[config.mk]
export PLATFORM = sky130hd
export DESIGN_NAME = pic_sync_core
export DESIGN_NICKNAME = d
export VERILOG_FILES = /design/src/rtl/pic_sync_pkg.sv /design/src/rtl/pic_rot_prio.sv /design/src/rtl/pic_sync_core.sv
export SDC_FILE = /design/constraint.sdc
export NUM_CORES = 1
export LEC_CHECK = 0
export BUFFER_PORTS_ARGS = -buffer_cell sky130_fd_sc_hd__buf_2
export CORE_MARGIN = 8
export CORE_UTILIZATION = 30
export CTS_CLUSTER_DIAMETER = 40
export DETAILED_ROUTE_END_ITERATION = 10
export GPL_TIMING_DRIVEN = 1
export PLACE_DENSITY = 0.5
export SYNTH_ARGS = -nofsm -noshare
export SYNTH_HDL_FRONTEND = slang
export SYNTH_HIERARCHICAL = 1
export SYNTH_SLANG_ARGS = --single-unit
[constraint.sdc]
create_clock -name clock -period 5.87 [get_ports clock]
set_input_delay 0.587 -clock clock [delete_from_list [all_inputs] [get_ports clock]]
set_output_delay 0.587 -clock clock [all_outputs]
set_load 0.02 [all_outputs]
[src/rtl/pic_sync_pkg.sv]
// Shared definitions for the synchronous PIC core: register map, control bit
// positions, handshake FSM encoding and a constant-width helper.
package pic_sync_pkg;

    localparam logic [2:0] ADDR_CTRL   = 3'd0;
    localparam logic [2:0] ADDR_MASK   = 3'd1;
    localparam logic [2:0] ADDR_TRIG   = 3'd2;
    localparam logic [2:0] ADDR_EOI    = 3'd3;
    localparam logic [2:0] ADDR_IRR    = 3'd4;
    localparam logic [2:0] ADDR_ISR    = 3'd5;
    localparam logic [2:0] ADDR_VBASE  = 3'd6;
    localparam logic [2:0] ADDR_LOWEST = 3'd7;

    localparam int CTRL_AUTO_EOI = 0;
    localparam int CTRL_ROTATE   = 1;
    localparam int CTRL_ENABLE   = 2;
    localparam int CTRL_W        = 3;

    typedef logic [0:0] fsm_state_t;
    localparam fsm_state_t ST_IDLE = 1'b0;
    localparam fsm_state_t ST_ACK2 = 1'b1;

    // Number of bits needed to index 'value' entries (value >= 2).
    function automatic int clog2(input int value);
        int result;
        int rem;
        result = 32'sd0;
        rem    = value - 32'sd1;
        while (rem > 32'sd0) begin
            rem    = rem >>> 32'd1;
            result = result + 32'sd1;
        end
        return result;
    endfunction

endpackage

[src/rtl/pic_rot_prio.sv]
// Combinational rotating-priority resolver: the channel just above 'lowest'
// has top priority, descending cyclically down to 'lowest' itself.
module pic_rot_prio import pic_sync_pkg::*; #(
    parameter int N_IRQ = 8,
    parameter int LW    = clog2(N_IRQ)
) (
    input  logic [N_IRQ-1:0] req,
    input  logic [LW-1:0]    lowest,
    output logic [N_IRQ-1:0] grant,
    output logic [LW-1:0]    index,
    output logic             valid
);

    logic [N_IRQ-1:0] grant_s;
    logic [LW-1:0]    index_s;
    logic             valid_s;
    logic [LW-1:0]    idx_s;
    logic             hit_s;

    // Walk channels in priority order; the first pending one wins
    always_comb begin
        grant_s = '0;
        index_s = '0;
        valid_s = 1'b0;
        idx_s   = '0;
        hit_s   = 1'b0;
        for (int i = 1; i <= N_IRQ; i++) begin
            idx_s          = lowest + LW'(i);
            hit_s          = req[idx_s] & ~valid_s;
            grant_s[idx_s] = grant_s[idx_s] | hit_s;
            index_s        = hit_s ? idx_s : index_s;
            valid_s        = valid_s | hit_s;
        end
    end

    assign grant = grant_s;
    assign index = index_s;
    assign valid = valid_s;

endmodule

[src/rtl/pic_sync_core.sv]
// Synchronous 8259-style interrupt controller core: register bus, IRR/ISR
// tracking, rotating priority and a two-pulse INTA handshake returning a vector.
module pic_sync_core import pic_sync_pkg::*; #(
    parameter int N_IRQ = 8,
    parameter int DW    = 8,
    parameter int AW    = 3
) (
    input  logic             clock,
    input  logic             reset,
    input  logic             wr_en,
    input  logic             rd_en,
    input  logic [AW-1:0]    addr,
    input  logic [DW-1:0]    wdata,
    output logic [DW-1:0]    rdata,
    output logic             rdata_valid,
    input  logic [N_IRQ-1:0] irq,
    output logic             int_req,
    input  logic             inta,
    output logic [DW-1:0]    vector,
    output logic             vector_valid
);

    localparam int               LW           = clog2(N_IRQ);
    localparam logic [LW-1:0]    LVL_SPURIOUS = LW'(N_IRQ - 32'sd1);
    localparam logic [LW-1:0]    LVL_ONE      = LW'(32'd1);
    localparam logic [N_IRQ-1:0] BIT0         = N_IRQ'(32'd1);

    // Architectural state
    logic [CTRL_W-1:0] ctrl_r;
    logic [N_IRQ-1:0]  mask_r;
    logic [N_IRQ-1:0]  trig_r;
    logic [N_IRQ-1:0]  irr_r;
    logic [N_IRQ-1:0]  isr_r;
    logic [N_IRQ-1:0]  irq_q_r;
    logic [DW-1:0]     vbase_r;
    logic [LW-1:0]     lowest_r;
    fsm_state_t        state_r;
    logic [LW-1:0]     ack_level_r;
    logic              ack_spur_r;
    logic              int_req_r;
    logic [DW-1:0]     vector_r;
    logic              vector_valid_r;
    logic [DW-1:0]     rdata_r;
    logic              rdata_valid_r;

    // Decoded strobes and next-state terms
    logic              wr_ctrl_s;
    logic              wr_mask_s;
    logic              wr_trig_s;
    logic              wr_eoi_s;
    logic              wr_vbase_s;
    logic              wr_lowest_s;
    logic              ack1_s;
    logic              ack2_s;
    logic              auto_eoi_s;
    logic [N_IRQ-1:0]  cand_req_s;
    logic [N_IRQ-1:0]  cand_grant_s;
    logic [LW-1:0]     cand_idx_s;
    logic              cand_valid_s;
    logic [N_IRQ-1:0]  isr_grant_s;
    logic [LW-1:0]     isr_idx_s;
    logic              isr_valid_s;
    logic [LW-1:0]     cand_rank_s;
    logic [LW-1:0]     isr_rank_s;
    logic [N_IRQ-1:0]  edge_s;
    logic [N_IRQ-1:0]  ack_clr_s;
    logic [N_IRQ-1:0]  auto_clr_s;
    logic [N_IRQ-1:0]  eoi_clr_s;
    logic [LW-1:0]     eoi_level_s;
    logic              eoi_rot_s;
    logic [N_IRQ-1:0]  irr_next_s;
    logic [N_IRQ-1:0]  isr_next_s;
    logic [LW-1:0]     lowest_next_s;
    fsm_state_t        state_next_s;
    logic              int_req_next_s;
    logic [DW-1:0]     rd_mux_s;

    assign wr_ctrl_s   = wr_en && (addr == AW'(ADDR_CTRL));
    assign wr_mask_s   = wr_en && (addr == AW'(ADDR_MASK));
    assign wr_trig_s   = wr_en && (addr == AW'(ADDR_TRIG));
    assign wr_eoi_s    = wr_en && (addr == AW'(ADDR_EOI));
    assign wr_vbase_s  = wr_en && (addr == AW'(ADDR_VBASE));
    assign wr_lowest_s = wr_en && (addr == AW'(ADDR_LOWEST));

    assign cand_req_s = irr_r & ~mask_r;

    pic_rot_prio #(.N_IRQ(N_IRQ), .LW(LW)) u_cand_prio (
        .req    (cand_req_s),
        .lowest (lowest_r),
        .grant  (cand_grant_s),
        .index  (cand_idx_s),
        .valid  (cand_valid_s)
    );

    pic_rot_prio #(.N_IRQ(N_IRQ), .LW(LW)) u_isr_prio (
        .req    (isr_r),
        .lowest (lowest_r),
        .grant  (isr_grant_s),
        .index  (isr_idx_s),
        .valid  (isr_valid_s)
    );

    // Rank 0 is the highest-priority position relative to the current rotation
    assign cand_rank_s = cand_idx_s - lowest_r - LVL_ONE;
    assign isr_rank_s  = isr_idx_s - lowest_r - LVL_ONE;

    assign ack1_s     = (state_r == ST_IDLE) && inta;
    assign ack2_s     = (state_r == ST_ACK2) && inta;
    assign auto_eoi_s = ack2_s && !ack_spur_r && ctrl_r[CTRL_AUTO_EOI];
    assign ack_clr_s  = (ack1_s && cand_valid_s) ? cand_grant_s : '0;
    assign auto_clr_s = auto_eoi_s ? (BIT0 << ack_level_r) : '0;
    assign edge_s     = irq & ~irq_q_r;
    assign isr_next_s = (isr_r & ~eoi_clr_s & ~auto_clr_s) | ack_clr_s;

    // Handshake FSM: first INTA latches the winner, second returns the vector
    always_comb begin
        state_next_s = state_r;
        case (state_r)
            ST_IDLE: begin
                if (inta) begin
                    state_next_s = ST_ACK2;
                end else begin
                    state_next_s = ST_IDLE;
                end
            end
            ST_ACK2: begin
                if (inta) begin
                    state_next_s = ST_IDLE;
                end else begin
                    state_next_s = ST_ACK2;
                end
            end
            default: state_next_s = ST_IDLE;
        endcase
    end

    // EOI command decode: specific names the level, otherwise the top ISR bit
    always_comb begin
        eoi_clr_s   = '0;
        eoi_level_s = '0;
        eoi_rot_s   = 1'b0;
        if (wr_eoi_s && wdata[DW-1]) begin
            eoi_level_s = wdata[LW-1:0];
            eoi_clr_s   = BIT0 << wdata[LW-1:0];
            eoi_rot_s   = ctrl_r[CTRL_ROTATE];
        end else if (wr_eoi_s && isr_valid_s) begin
            eoi_level_s = isr_idx_s;
            eoi_clr_s   = isr_grant_s;
            eoi_rot_s   = ctrl_r[CTRL_ROTATE];
        end else begin
            eoi_rot_s   = 1'b0;
        end
    end

    // Request register: level channels mirror the pin, edge channels latch rising edges
    always_comb begin
        irr_next_s = irr_r;
        for (int i = 0; i < N_IRQ; i++) begin
            if (trig_r[i]) begin
                irr_next_s[i] = irq[i] & ~ack_clr_s[i];
            end else if (edge_s[i]) begin
                irr_next_s[i] = 1'b1;
            end else if (ack_clr_s[i] || wr_trig_s) begin
                irr_next_s[i] = 1'b0;
            end else begin
                irr_next_s[i] = irr_r[i];
            end
        end
    end

    // Rotation source: auto-EOI rotation overrides a same-cycle EOI or register write
    always_comb begin
        lowest_next_s = lowest_r;
        if (auto_eoi_s && ctrl_r[CTRL_ROTATE]) begin
            lowest_next_s = ack_level_r;
        end else if (eoi_rot_s) begin
            lowest_next_s = eoi_level_s;
        end else if (wr_lowest_s) begin
            lowest_next_s = wdata[LW-1:0];
        end else begin
            lowest_next_s = lowest_r;
        end
    end

    // Interrupt request: enabled, unmasked candidate that outranks everything in service
    always_comb begin
        int_req_next_s = 1'b0;
        if (ctrl_r[CTRL_ENABLE] && cand_valid_s && (state_next_s == ST_IDLE)) begin
            int_req_next_s = !isr_valid_s || (cand_rank_s < isr_rank_s);
        end else begin
            int_req_next_s = 1'b0;
        end
    end

    // Register read multiplexer; unused high bits read as zero
    always_comb begin
        rd_mux_s = '0;
        case (addr)
            AW'(ADDR_CTRL):   rd_mux_s = DW'(ctrl_r);
            AW'(ADDR_MASK):   rd_mux_s = DW'(mask_r);
            AW'(ADDR_TRIG):   rd_mux_s = DW'(trig_r);
            AW'(ADDR_EOI):    rd_mux_s = DW'(isr_r);
            AW'(ADDR_IRR):    rd_mux_s = DW'(irr_r);
            AW'(ADDR_ISR):    rd_mux_s = DW'(isr_r);
            AW'(ADDR_VBASE):  rd_mux_s = vbase_r;
            AW'(ADDR_LOWEST): rd_mux_s = DW'(lowest_r);
            default:          rd_mux_s = '0;
        endcase
    end

    // State update; reset overrides every same-cycle event
    always_ff @(posedge clock) begin
        if (reset) begin
            ctrl_r         <= '0;
            mask_r         <= '1;
            trig_r         <= '0;
            irr_r          <= '0;
            isr_r          <= '0;
            irq_q_r        <= '0;
            vbase_r        <= '0;
            lowest_r       <= LVL_SPURIOUS;
            state_r        <= ST_IDLE;
            ack_level_r    <= '0;
            ack_spur_r     <= 1'b0;
            int_req_r      <= 1'b0;
            vector_r       <= '0;
            vector_valid_r <= 1'b0;
            rdata_r        <= '0;
            rdata_valid_r  <= 1'b0;
        end else begin
            irq_q_r  <= irq;
            irr_r    <= irr_next_s;
            isr_r    <= isr_next_s;
            lowest_r <= lowest_next_s;
            state_r  <= state_next_s;
            int_req_r <= int_req_next_s;
            if (wr_ctrl_s) begin
                ctrl_r <= wdata[CTRL_W-1:0];
            end
            if (wr_mask_s) begin
                mask_r <= wdata[N_IRQ-1:0];
            end
            if (wr_trig_s) begin
                trig_r <= wdata[N_IRQ-1:0];
            end
            if (wr_vbase_s) begin
                vbase_r <= wdata;
            end
            if (ack1_s) begin
                ack_level_r <= cand_valid_s ? cand_idx_s : LVL_SPURIOUS;
                ack_spur_r  <= !cand_valid_s;
            end
            vector_valid_r <= ack2_s;
            if (ack2_s) begin
                vector_r <= vbase_r + DW'(ack_level_r);
            end
            rdata_valid_r <= rd_en;
            if (rd_en) begin
                rdata_r <= rd_mux_s;
            end
        end
    end

    assign rdata        = rdata_r;
    assign rdata_valid  = rdata_valid_r;
    assign int_req      = int_req_r;
    assign vector       = vector_r;
    assign vector_valid = vector_valid_r;

endmodule

=== After elaboration in Yosys (flattened, before gate mapping) ===
Memories as Yosys holds them, arrays and structs flattened.
Index checks and enable logic that the tools add are counted.

* Bits in read-only memories: 8
* Latch bits: 0
* Memories: 1
* Flip-flop bits (word level): 78
* Output and inout bits: 19
* Memory bits (writable): 0

{| class="wikitable"
|+ Memory list
! name !! words !! bits a word !! rd ports !! clocked after Yosys merged registers in !! write ports !! RTL line !! RTL
|-
| (no name shown) || 8 || 1 || 1 || 0 || 0 || pic_rot_prio.sv:30 || <nowiki>grant_s[idx_s] = grant_s[idx_s] | hit_s;</nowiki>
|}

* $lt $le $gt $ge: 17
* $add $sub $neg: 12
* Reduce and logical (&&, ||, !) cells: 48
* Div/mod/pow operators: 0
* Multipliers: 0
* Bitwise logic cells: 88
* Shift-type cells: 2
* Mux-type cells: 147
* Equality and inequality tests: 7

{| class="wikitable"
|+ Operators by type and width
! operator !! number
|-
| 8-bit bitwise mux || 14
|-
| 1-bit binary-select mux with 3-bit select || 30
|-
| 1-bit two-way mux || 67
|-
| 3-bit two-way mux || 22
|-
| 8-bit case mux with 7 select lines || 1
|-
| 8-bit bitwise AND || 6
|-
| 3-bit by 4-bit < comparator with 1-bit output, second input constant || 8
|-
| 8-bit two-way mux || 4
|-
| 8-bit inverter || 4
|-
| 1-bit OR || 30
|-
| 3-bit nonzero test || 9
|-
| 1-bit inverter || 25
|-
| 1-bit demux with 3-bit select || 8
|-
| 3-bit by 1-bit greater-or-equal comparator with 1-bit output, second input constant || 8
|-
| 1-bit logical AND || 24
|-
| 1-bit bitwise AND || 22
|-
| 1-bit by 3-bit left shift with 8-bit output, first input constant || 2
|-
| 3-bit adder, second input constant || 4
|-
| 3-bit == test, second input constant || 4
|-
| 1-bit logical OR || 9
|-
| 8-bit by 3-bit adder with 8-bit output || 1
|-
| 8-bit OR || 1
|-
| 3-bit by 2-bit adder with 3-bit output, second input constant || 2
|-
| 3-bit by 2-bit == test with 1-bit output, second input constant || 2
|-
| 9 further kinds || 14
|}

=== Logic depth before layout (Yosys ltp) ===
Gate-level depths: netlist of the first run.

* Word-level depth: 40
* Gate-level depth with buffers: 24

=== By module ===
Netlist of the first run, hierarchy kept.

{| class="wikitable"
|+ Modules (own cells, without submodules)
! module !! area each (um^2) !! sequential area each (um^2) !! times used !! cells an instance
|-
| pic_rot_prio || 2,298.5 || 0.0 || 2 || 330
|-
| pic_sync_core || 4,085.2 || 1,561.5 || 1 || 465
|}

=== Least setup slack after synthesis of the first run ===
OpenSTA, ideal clock, no wires.

* Kind: register to register
* From: register lowest_r[1]
* To: register int_req_r, in the netlist int_req
* Buffers on the path: 3
* Arrival time: 4.999 ns
* Setup time: 0.070 ns
* Cell stages (with the launch flop): 22
* Required time: 5.800 ns
* Slack: 0.801 ns
* Path through: dfxtp_1 -> clkbuf_8 -> bufinv_8 -> clkbuf_1 -> ha_1 -> clkbuf_1 -> mux4_2 -> mux2_2 -> a41oi_2 -> nand2_1 -> nor2_1 -> and2_1 -> nand2b_1 -> a41oi_1 -> ha_1 -> inv_1 -> fa_1 -> xnor2_1 -> xnor2_1 -> ha_1 -> a21o_1 -> a21oi_1

* Word-level cells in the longest chain between the ends: 28

{| class="wikitable"
|+ Ends and longest elaborated chain
! what !! RTL line !! RTL
|-
| from (decl) || pic_sync_core.sv:36 || <nowiki>logic [LW-1:0] lowest_r;</nowiki>
|-
| from (signal assigned) || pic_sync_core.sv:234 || <nowiki>lowest_r <= lowest_next_s;</nowiki>
|-
| 3-bit by 1-bit adder with 3-bit output || pic_rot_prio.sv:28 || <nowiki>idx_s = lowest + LW'(i);</nowiki>
|-
| 1-bit binary-select mux with 3-bit select || pic_rot_prio.sv:29 || <nowiki>hit_s = req[idx_s] & ~valid_s;</nowiki>
|-
| 1-bit two-way mux (not written as such) || pic_rot_prio.sv:29 ||
|-
| 1-bit inverter || pic_rot_prio.sv:29 ||
|-
| 1-bit bitwise AND || pic_rot_prio.sv:29 ||
|-
| 1-bit OR || pic_rot_prio.sv:32 || <nowiki>valid_s = valid_s | hit_s;</nowiki>
|-
| 1-bit inverter || pic_rot_prio.sv:29 ||
|-
| 1-bit bitwise AND || pic_rot_prio.sv:29 ||
|-
| [... 13 more ...] || - ||
|-
| 1-bit inverter || pic_rot_prio.sv:29 ||
|-
| 1-bit bitwise AND || pic_rot_prio.sv:29 ||
|-
| 3-bit two-way mux * || pic_rot_prio.sv:31 || <nowiki>index_s = hit_s ? idx_s : index_s;</nowiki>
|-
| named net cand_idx_s[0] || pic_sync_core.sv:58 || <nowiki>logic [LW-1:0] cand_idx_s;</nowiki>
|-
| 3-bit subtractor * || pic_sync_core.sv:104 || <nowiki>assign cand_rank_s = cand_idx_s - lowest_r - LVL_ONE;</nowiki>
|-
| 3-bit by 1-bit subtractor with 3-bit output * || pic_sync_core.sv:104 ||
|-
| 3-bit < comparator * || pic_sync_core.sv:189 || <nowiki>int_req_next_s = !isr_valid_s || (cand_rank_s < isr_rank_s);</nowiki>
|-
| 1-bit logical OR * || pic_sync_core.sv:189 ||
|-
| to (signal assigned) || pic_sync_core.sv:236 || <nowiki>int_req_r <= int_req_next_s;</nowiki>
|-
| to (decl) || pic_sync_core.sv:40 || <nowiki>logic int_req_r;</nowiki>
|}

Mark *: on every way through the listed nets, which the timed path passes. The rest lies on a longest branch. The select of a mux whose other input is x is not followed.
A chain may end at the register's enable or synchronous reset.

=== Worst setup path in the final report of the first run ===
* From: register lowest_r[0]
* To: register int_req_r, in the netlist int_req

* Word-level cells in the longest chain between the ends: 28

{| class="wikitable"
|+ Ends and longest elaborated chain
! what !! RTL line !! RTL
|-
| 3-bit by 1-bit adder with 3-bit output || pic_rot_prio.sv:28 ||
|-
| 1-bit binary-select mux with 3-bit select || pic_rot_prio.sv:29 ||
|-
| 1-bit two-way mux (not written as such) || pic_rot_prio.sv:29 ||
|-
| 1-bit inverter || pic_rot_prio.sv:29 ||
|-
| 1-bit bitwise AND || pic_rot_prio.sv:29 ||
|-
| 1-bit OR || pic_rot_prio.sv:32 ||
|-
| 1-bit inverter || pic_rot_prio.sv:29 ||
|-
| 1-bit bitwise AND || pic_rot_prio.sv:29 ||
|-
| [... 13 more ...] || - ||
|-
| 1-bit inverter || pic_rot_prio.sv:29 ||
|-
| 1-bit bitwise AND || pic_rot_prio.sv:29 ||
|-
| 3-bit two-way mux * || pic_rot_prio.sv:31 ||
|-
| named net isr_idx_s[0] || pic_sync_core.sv:61 || <nowiki>logic [LW-1:0] isr_idx_s;</nowiki>
|-
| 3-bit subtractor * || pic_sync_core.sv:105 || <nowiki>assign isr_rank_s = isr_idx_s - lowest_r - LVL_ONE;</nowiki>
|-
| 3-bit by 1-bit subtractor with 3-bit output * || pic_sync_core.sv:105 ||
|-
| 3-bit < comparator * || pic_sync_core.sv:189 ||
|-
| 1-bit logical OR * || pic_sync_core.sv:189 ||
|}

Marks and branches as above.

==> results of run 1 <==
[per-layer routing]
metal	global-route usage	part of all wire	vias up
li1	-	-	4234
met1	0.246	0.45	4409
met3	0.0289	0.069	70
met4	0.0610	0.028	0
met2	0.290	0.45	426
met5	0	0	-
[how the worst min path moves through the flow]
stage	to	start	slack, ns	cells past startpoint
detailed placement	vector[7]$_SDFFE_PP0N_	vector[7]$_SDFFE_PP0N_	0.48	2
floorplan	vbase_r[2]$_SDFFE_PP0P_	vbase_r[2]$_SDFFE_PP0P_	0.45	2
global route	irq_q_r[6]$_SDFF_PP0_	irq[6]	0.47	2
finish	irq_q_r[6]$_SDFF_PP0_	irq[6]	0.47	2
CTS	irq_q_r[6]$_SDFF_PP0_	irq[6]	0.46	2
global placement	vector[4]$_SDFFE_PP0N_	vector[4]$_SDFFE_PP0N_	0.48	2
[power by group through the flow]
stage | registers [mW] | logic [mW] | clock network (mW)
after floorplan | 0.595 | 0.369 | 0
after global routing | 0.596 | 0.558 | 0.607
after CTS | 0.593 | 0.506 | 0.589
final | 0.593 | 0.514 | 0.574
after detailed placement | 0.605 | 0.504 | 0
after global placement | 0.605 | 0.508 | 0
[Yosys cell counts, types with 10 or more instances]
| library cell | count | share of area |
|---|---|---|
| a211o_1 | 10 | 0.010 |
| a21oi_1 | 85 | 0.049 |
| a221oi_1 | 12 | 0.012 |
| a311oi_1 | 11 | 0.011 |
| a31oi_1 | 21 | 0.015 |
| and3_1 | 10 | 0.0072 |
| buf_2 | 19 | 0.011 |
| clkbuf_1 | 30 | 0.013 |
| dfxtp_1 | 78 | 0.18 |
| ha_1 | 21 | 0.030 |
| inv_1 | 44 | 0.019 |
| mux2_2 | 24 | 0.031 |
| mux2i_1 | 31 | 0.036 |
| nand2_1 | 135 | 0.058 |
| nand2b_1 | 22 | 0.016 |
| nand3_1 | 54 | 0.031 |
| nand4_1 | 16 | 0.012 |
| nor2_1 | 74 | 0.032 |
| nor2b_1 | 42 | 0.030 |
| nor3_1 | 23 | 0.013 |
| o211ai_1 | 22 | 0.019 |
| o21ai_0 | 55 | 0.032 |
| o221ai_1 | 12 | 0.012 |
| o31ai_1 | 18 | 0.016 |
[per-stage QoR]
stage | instances | hold WS (ns) | util
6_report | 1506 | 0.471 | 0.326
5_1_grt | 1506 | 0.471 | 0.326
4_1_cts | 1506 | 0.460 | 0.326
3_5_place_dp | 1490 | 0.475 | 0.315
3_3_place_gp | 1490 | 0.478 | 0.315
2_1_floorplan | 1125 | 0.449 | -
[area by class of cell]
type | instances | area (sq um) | share of cell area
Clock buffer | 10 | 229 | 0.0246
Clock inverter | 6 | 71.3 | 0.00765
Inverter | 48 | 208 | 0.0223
Multi-Input combinational cell | 916 | 6390 | 0.686
Sequential cell | 78 | 1570 | 0.168
Tap cell | 384 | 480 | 0.0515
Timing Repair Buffer | 64 | 375 | 0.0403
[state kept, by name, summed over array words and instances, names as in the netlist, 3 cells and up]
| signal | flops |
|---|---|
| isr_r | 8 |
| mask_r | 8 |
| ack_level_r | 3 |
| ctrl_r | 3 |
| vector | 8 |
| lowest_r | 3 |
| irr_r | 8 |
| trig_r | 8 |
| rdata | 8 |
| vbase_r | 8 |
| irq_q_r | 8 |
[cell families (layout without fill, tap and decap cells)]
family,after synthesis,count (layout),synth area share
AND/OR/NAND/NOR,441,441,0.263
AO/OA/AOI/OAI,364,364,0.307
buffers and inverters,131,128,0.0837
flip-flops,78,78,0.180
multiplexers,71,71,0.111
adder cells (fa/ha/maj),24,24,0.0372
XOR/XNOR,16,16,0.0179
==> impl_metrics.csv, run 1 <==
group,metric,value,unit
run_status,status,"finished clean",
worst_setup_path,cp_max_fo,29,
place,place_ws,0.916,ns
sta,tightestPinTransition,1.01,ns
sta,fin_skew,0.00886,ns
power,switchingPower,0.607,mW
clock_network,cts_made_buffers,9,
sta,period_share,0.857,
route,drc,0,
worst_setup_path,critPathBufInv,4,
synth,async_flop_share,0,
synth,synth-edff-count,0,
synth,synth_warnings,6,
clock_network,postCtsHoldBufs,0,
sta,setup_slack,0.839,ns
clock_network,tritoncts,"built",
worst_setup_path,path_depth,17,
worst_setup_path,path_cells,"inv_1, buf_4, ha_1, inv_1, or4b_2, o31a_1, a21oi_1, nor4_1, a41oi_1, ha_1, inv_1, fa_1, xor2_1, xnor2_1, ha_1, a21o_1, a21oi_1",
power,p_per_area,180,nW/um^2
synth,synth.cell_area,8680,sq um
worst_setup_path,r2r_start,"lowest_r[0]$_SDFFE_PP1P_",
clock_network,clk_pin_slew,0.07,ns
worst_setup_path,path_delay_family,"adder cells",
route,drt_pre_antenna_iters,5,
sta,maxClockFrequency,0.199,GHz
power,finalPower,1.68,mW
clock_network,htreeDepth,3,
power,p_clk_frac,0.342,
worst_setup_path,worstPathRequired,6.14,ns
worst_setup_path,cp_slowest_cell,"ha_1",
global_route,grt_overflow_total,0,
synth,yosysSeqAreaShare,0.180,
worst_setup_path,crit_end,"int_req$_SDFF_PP0_",
global_route,first_global_vias,8546,
clock_network,cts.path.max_buffers,2,
floorplan,die_h,186,um
worst_setup_path,path_class,"flip-flop to flip-flop",
job,cap_viol_max_count,0,
power,p_int,1.07,mW
sta,relSlewSlack,0.315,
route,routed_wl,31.9,mm
clock_network,post_cts_buffers,0,
worst_setup_path,r2r-end,"int_req$_SDFF_PP0_",
floorplan,start_util,0.303,
clock_network,clockRootBuffer,"clkbuf_16",
floorplan,core,28600,sq um
layout,diodes,0,
clock_network,post_cts_resized,0,
power,seqPwrFrac,0.352,
synth,ys.flop_type,"dfxtp_1",
floorplan,dieWidth,186,um
sta,rsz0062_at_grt,"no",
worst_setup_path,cp-end-kind,"flip-flop",
synth,syn_inst,1125,
place,hpwl,23.7,mm
global_route,grtUsageTotal,0.182,
power,swShare,0.361,
place,numPortBuffers,42,
synth,syn_nets,1173,
worst_setup_path,cp-start-kind,"flip-flop",
sta,drv_slew,0,
layout,drive_gt1_frac,0.157,
floorplan,dieArea,34600,sq um
route,drt-wirelength-per-cell,21.2,um
route,avgViaCountPerCell,6.07,
sta,setup-violations-final,0,
layout,stdcell_area,9330,sq um
layout,nNetsFinal,1165,
place,place.gp.congestion,0.944,
worst_setup_path,crit_start,"lowest_r[0]$_SDFFE_PP1P_",
sta,hold_viol_final,0,
power,power_frac_comb,0.306,
route,vias,9139,
worst_setup_path,cp_data_arrival_time,5.30,ns
power,vdd_drop_max,0.149,mV
layout,final_common_cell,"nand2_1",
min_path,min_path_type,"input pin to flip-flop",
worst_setup_path,reg2reg_slack,0.84,ns
place,placed_area,9020,sq um
synth,avgSynthCellArea,7.72,sq um
sta,min_period,5.03,ns
clock_network,clock_latency,0.35,ns
route,drtIter0Drc,1033,
floorplan,ios,43,
global_route,antenna_found_initial,0,
synth,synth_seq_cells,78,
sta,setup-tns-final,0,ns
synth,synth_cell_types,93,
power,p_leak,3.41,nW
global_route,grt_start_max_net_pins,79,
layout,fill_cells,3058,
layout,final_cell_mix,"nand2_1 (135), a21oi_1 (85), dfxtp_1 (75)",
clock_network,clock_sinks,78,
global_route,grt_first_pass_wirelength,50.1,mm
floorplan,rows,62,
layout,syn2layout_area_growth,7.41,%
route,drtAntennaViolNets,0,
worst_setup_path,rr_worst_depth,17,
worst_setup_path,slowest_delay,0.73,ns
No activity file was read; power rests on OpenSTA's default activity.
==> inputs of run 2 (changes only) <==
--- a/config.mk
+++ b/config.mk
@@ -5,7 +5,7 @@
 export SDC_FILE = /design/constraint.sdc
 export NUM_CORES = 1
 export LEC_CHECK = 0
-export BUFFER_PORTS_ARGS = -buffer_cell sky130_fd_sc_hd__buf_2
+export BUFFER_PORTS_ARGS = -buffer_cell sky130_fd_sc_hd__buf_4
 export CORE_MARGIN = 8
 export CORE_UTILIZATION = 30
 export CTS_CLUSTER_DIAMETER = 40
==> run 2 against run 1 <==
- maximum frequency increased by 0.13%
- worst setup slack improved by 0.0067 ns
- via count decreased by 0.79%
- hold slack got worse by 0.0062 ns
==> impl_metrics.csv, run 2 (synthesized netlist as in run 1, its figures left out) <==
group,metric,value,unit
layout,fin_cells,1509,
route,drtAntennaViolNets,0,
floorplan,core,28600,sq um
sta,setup-tns-final,0,ns
route,drc,0,
worst_setup_path,reg2reg_slack,0.85,ns
power,p_per_area,177,nW/um^2
layout,post-route-util,0.330,
place,placed_area,9150,sq um
clock_network,clock_latency,0.34,ns
clock_network,postCtsHoldBufs,0,
route,routed_wl,32.3,mm
global_route,use_met2,0.293,
power,power_frac_comb,0.314,
route,avgViaCountPerCell,6.01,
clock_network,clockRootBuffer,"clkbuf_16",
global_route,grt_start_max_net_pins,82,
place,numPortBuffers,42,
sta,maxClockFrequency,0.199,GHz
global_route,use_met1,0.253,
power,p_int,1.05,mW
power,swShare,0.373,
global_route,antenna_found_initial,0,
sta,setup-violations-final,0,
route,vias,9067,
worst_setup_path,path_class,"flip-flop to flip-flop",
floorplan,rows,62,
layout,diodes,0,
clock_network,cts_made_buffers,9,
worst_setup_path,cp_data_arrival_time,5.30,ns
worst_setup_path,crit_end,"int_req$_SDFF_PP0_",
worst_setup_path,r2r-end,"int_req$_SDFF_PP0_",
clock_network,post_cts_resized,0,
worst_setup_path,cp_max_fo,20,
floorplan,dieArea,34600,sq um
floorplan,die_h,186,um
power,vdd_drop_max,0.145,mV
clock_network,clk_pin_slew,0.07,ns
sta,setup_slack,0.846,ns
sta,tightestPinTransition,0.897,ns
clock_network,tritoncts,"built",
layout,nNetsFinal,1168,
global_route,busiest_layer,"met2",
global_route,grt_overflow_total,0,
route,drtIter0Drc,984,
layout,syn2layout_area_growth,8.73,%
power,switchingPower,0.624,mW
floorplan,dieWidth,186,um
floorplan,start_util,0.303,
power,p_leak,3.45,nW
layout,stdcell_area,9440,sq um
place,placed_cells,1493,
clock_network,post_cts_buffers,0,
global_route,grtUsageMet3,0.0303,
sta,min_period,5.02,ns
place,place.gp.congestion,0.941,
worst_setup_path,r2r_start,"lowest_r[2]$_SDFFE_PP1P_",
worst_setup_path,cp-start-kind,"flip-flop",
layout,drive_gt1_frac,0.160,
sta,fin_skew,0.00581,ns
worst_setup_path,cp-end-kind,"flip-flop",
global_route,grtUsageTotal,0.186,
route,drt-wirelength-per-cell,21.4,um
worst_setup_path,crit_start,"lowest_r[2]$_SDFFE_PP1P_",
min_path,min_path_type,"input pin to flip-flop",
sta,hold_viol_final,0,
global_route,first_global_vias,8749,
clock_network,htreeDepth,3,
sta,relSlewSlack,0.395,
place,hpwl,24.1,mm
sta,whs,0.465,ns
clock_network,cts.path.max_buffers,2,
worst_setup_path,worstPathRequired,6.14,ns
sta,drv_slew,0,
layout,final_cell_mix,"nand2_1 (135), a21oi_1 (85), dfxtp_1 (75)",
layout,final_common_cell,"nand2_1",
run_status,status,"finished clean",
job,cap_viol_max_count,0,
sta,rsz0062_at_grt,"no",
power,seqPwrFrac,0.354,
sta,period_share,0.856,
floorplan,ios,43,
power,finalPower,1.67,mW
global_route,grt_first_pass_wirelength,51.2,mm
power,p_clk_frac,0.332,
worst_setup_path,rr_worst_depth,19,
place,place_ws,0.905,ns
route,drt_pre_antenna_iters,9,
clock_network,clock_sinks,78,
## run 2: changes by cell type in the layout (fill, tap and decap cells not counted)
cell	change
buf_2	-42
buf_4	+45
bufinv_16	-1
clkbuf_1	-1
clkinv_2	+1
clkinv_4	-1
clkinvlp_4	-2
inv_6	+2
inv_8	+2
## run 2: power groups by stage
stage / sequential (mW) / clock (mW) / combinational, mW
after floorplan: 0.595 / 0 / 0.369
after global placement: 0.606 / 0 / 0.525
after detailed placement: 0.605 / 0 / 0.518
after CTS: 0.593 / 0.566 / 0.520
after global routing: 0.597 / 0.590 / 0.576
final: 0.593 / 0.556 / 0.525
## run 2: cell type report
type / count / area [sq um]
tap: 384 / 480
fill: 3030 / 19200
sequential: 78 / 1570
timing repair buffer: 67 / 503
inverter: 48 / 208
multi-input combinational: 916 / 6390
clock buffer: 9 / 225
clock inverter: 7 / 62.6
## run 2: worst min path at each step
| stage | depth (start not counted) | to | slack [ns] | startpoint |
|---|---|---|---|---|
| final | 2 | irq_q_r[6]$_SDFF_PP0_ | 0.47 | irq[6] |
| after floorplan | 2 | vbase_r[2]$_SDFFE_PP0P_ | 0.45 | vbase_r[2]$_SDFFE_PP0P_ |
| after detailed placement | 2 | vbase_r[0]$_SDFFE_PP0P_ | 0.48 | vbase_r[0]$_SDFFE_PP0P_ |
| after global routing | 2 | irq_q_r[1]$_SDFF_PP0_ | 0.47 | irq[1] |
| after CTS | 2 | irq_q_r[6]$_SDFF_PP0_ | 0.46 | irq[6] |
| after global placement | 2 | vector[4]$_SDFFE_PP0N_ | 0.48 | vector[4]$_SDFFE_PP0N_ |
## run 2: critical path, cell delays in order (launching register included)
cell and delay (ns):
dfxtp_2 0.64, inv_2 0.07, ha_1 0.45, mux4_2 0.55
mux2_2 0.46, a41oi_2 0.34, nand2_1 0.12, nor2_1 0.19
nand2b_1 0.17, inv_1 0.14, nor4_1 0.07, a41oi_1 0.26
ha_1 0.20, inv_1 0.05, fa_1 0.37, xnor2_1 0.14
xnor2_1 0.16, ha_1 0.30, a21o_1 0.16, a21oi_1 0.12
## run 2: per-layer routing
layer | up-vias | wire [um]
met5 | - | 0
met4 | 0 | 999
met3 | 78 | 2470
met2 | 451 | 14500
met1 | 4295 | 14300
li1 | 4243 | -
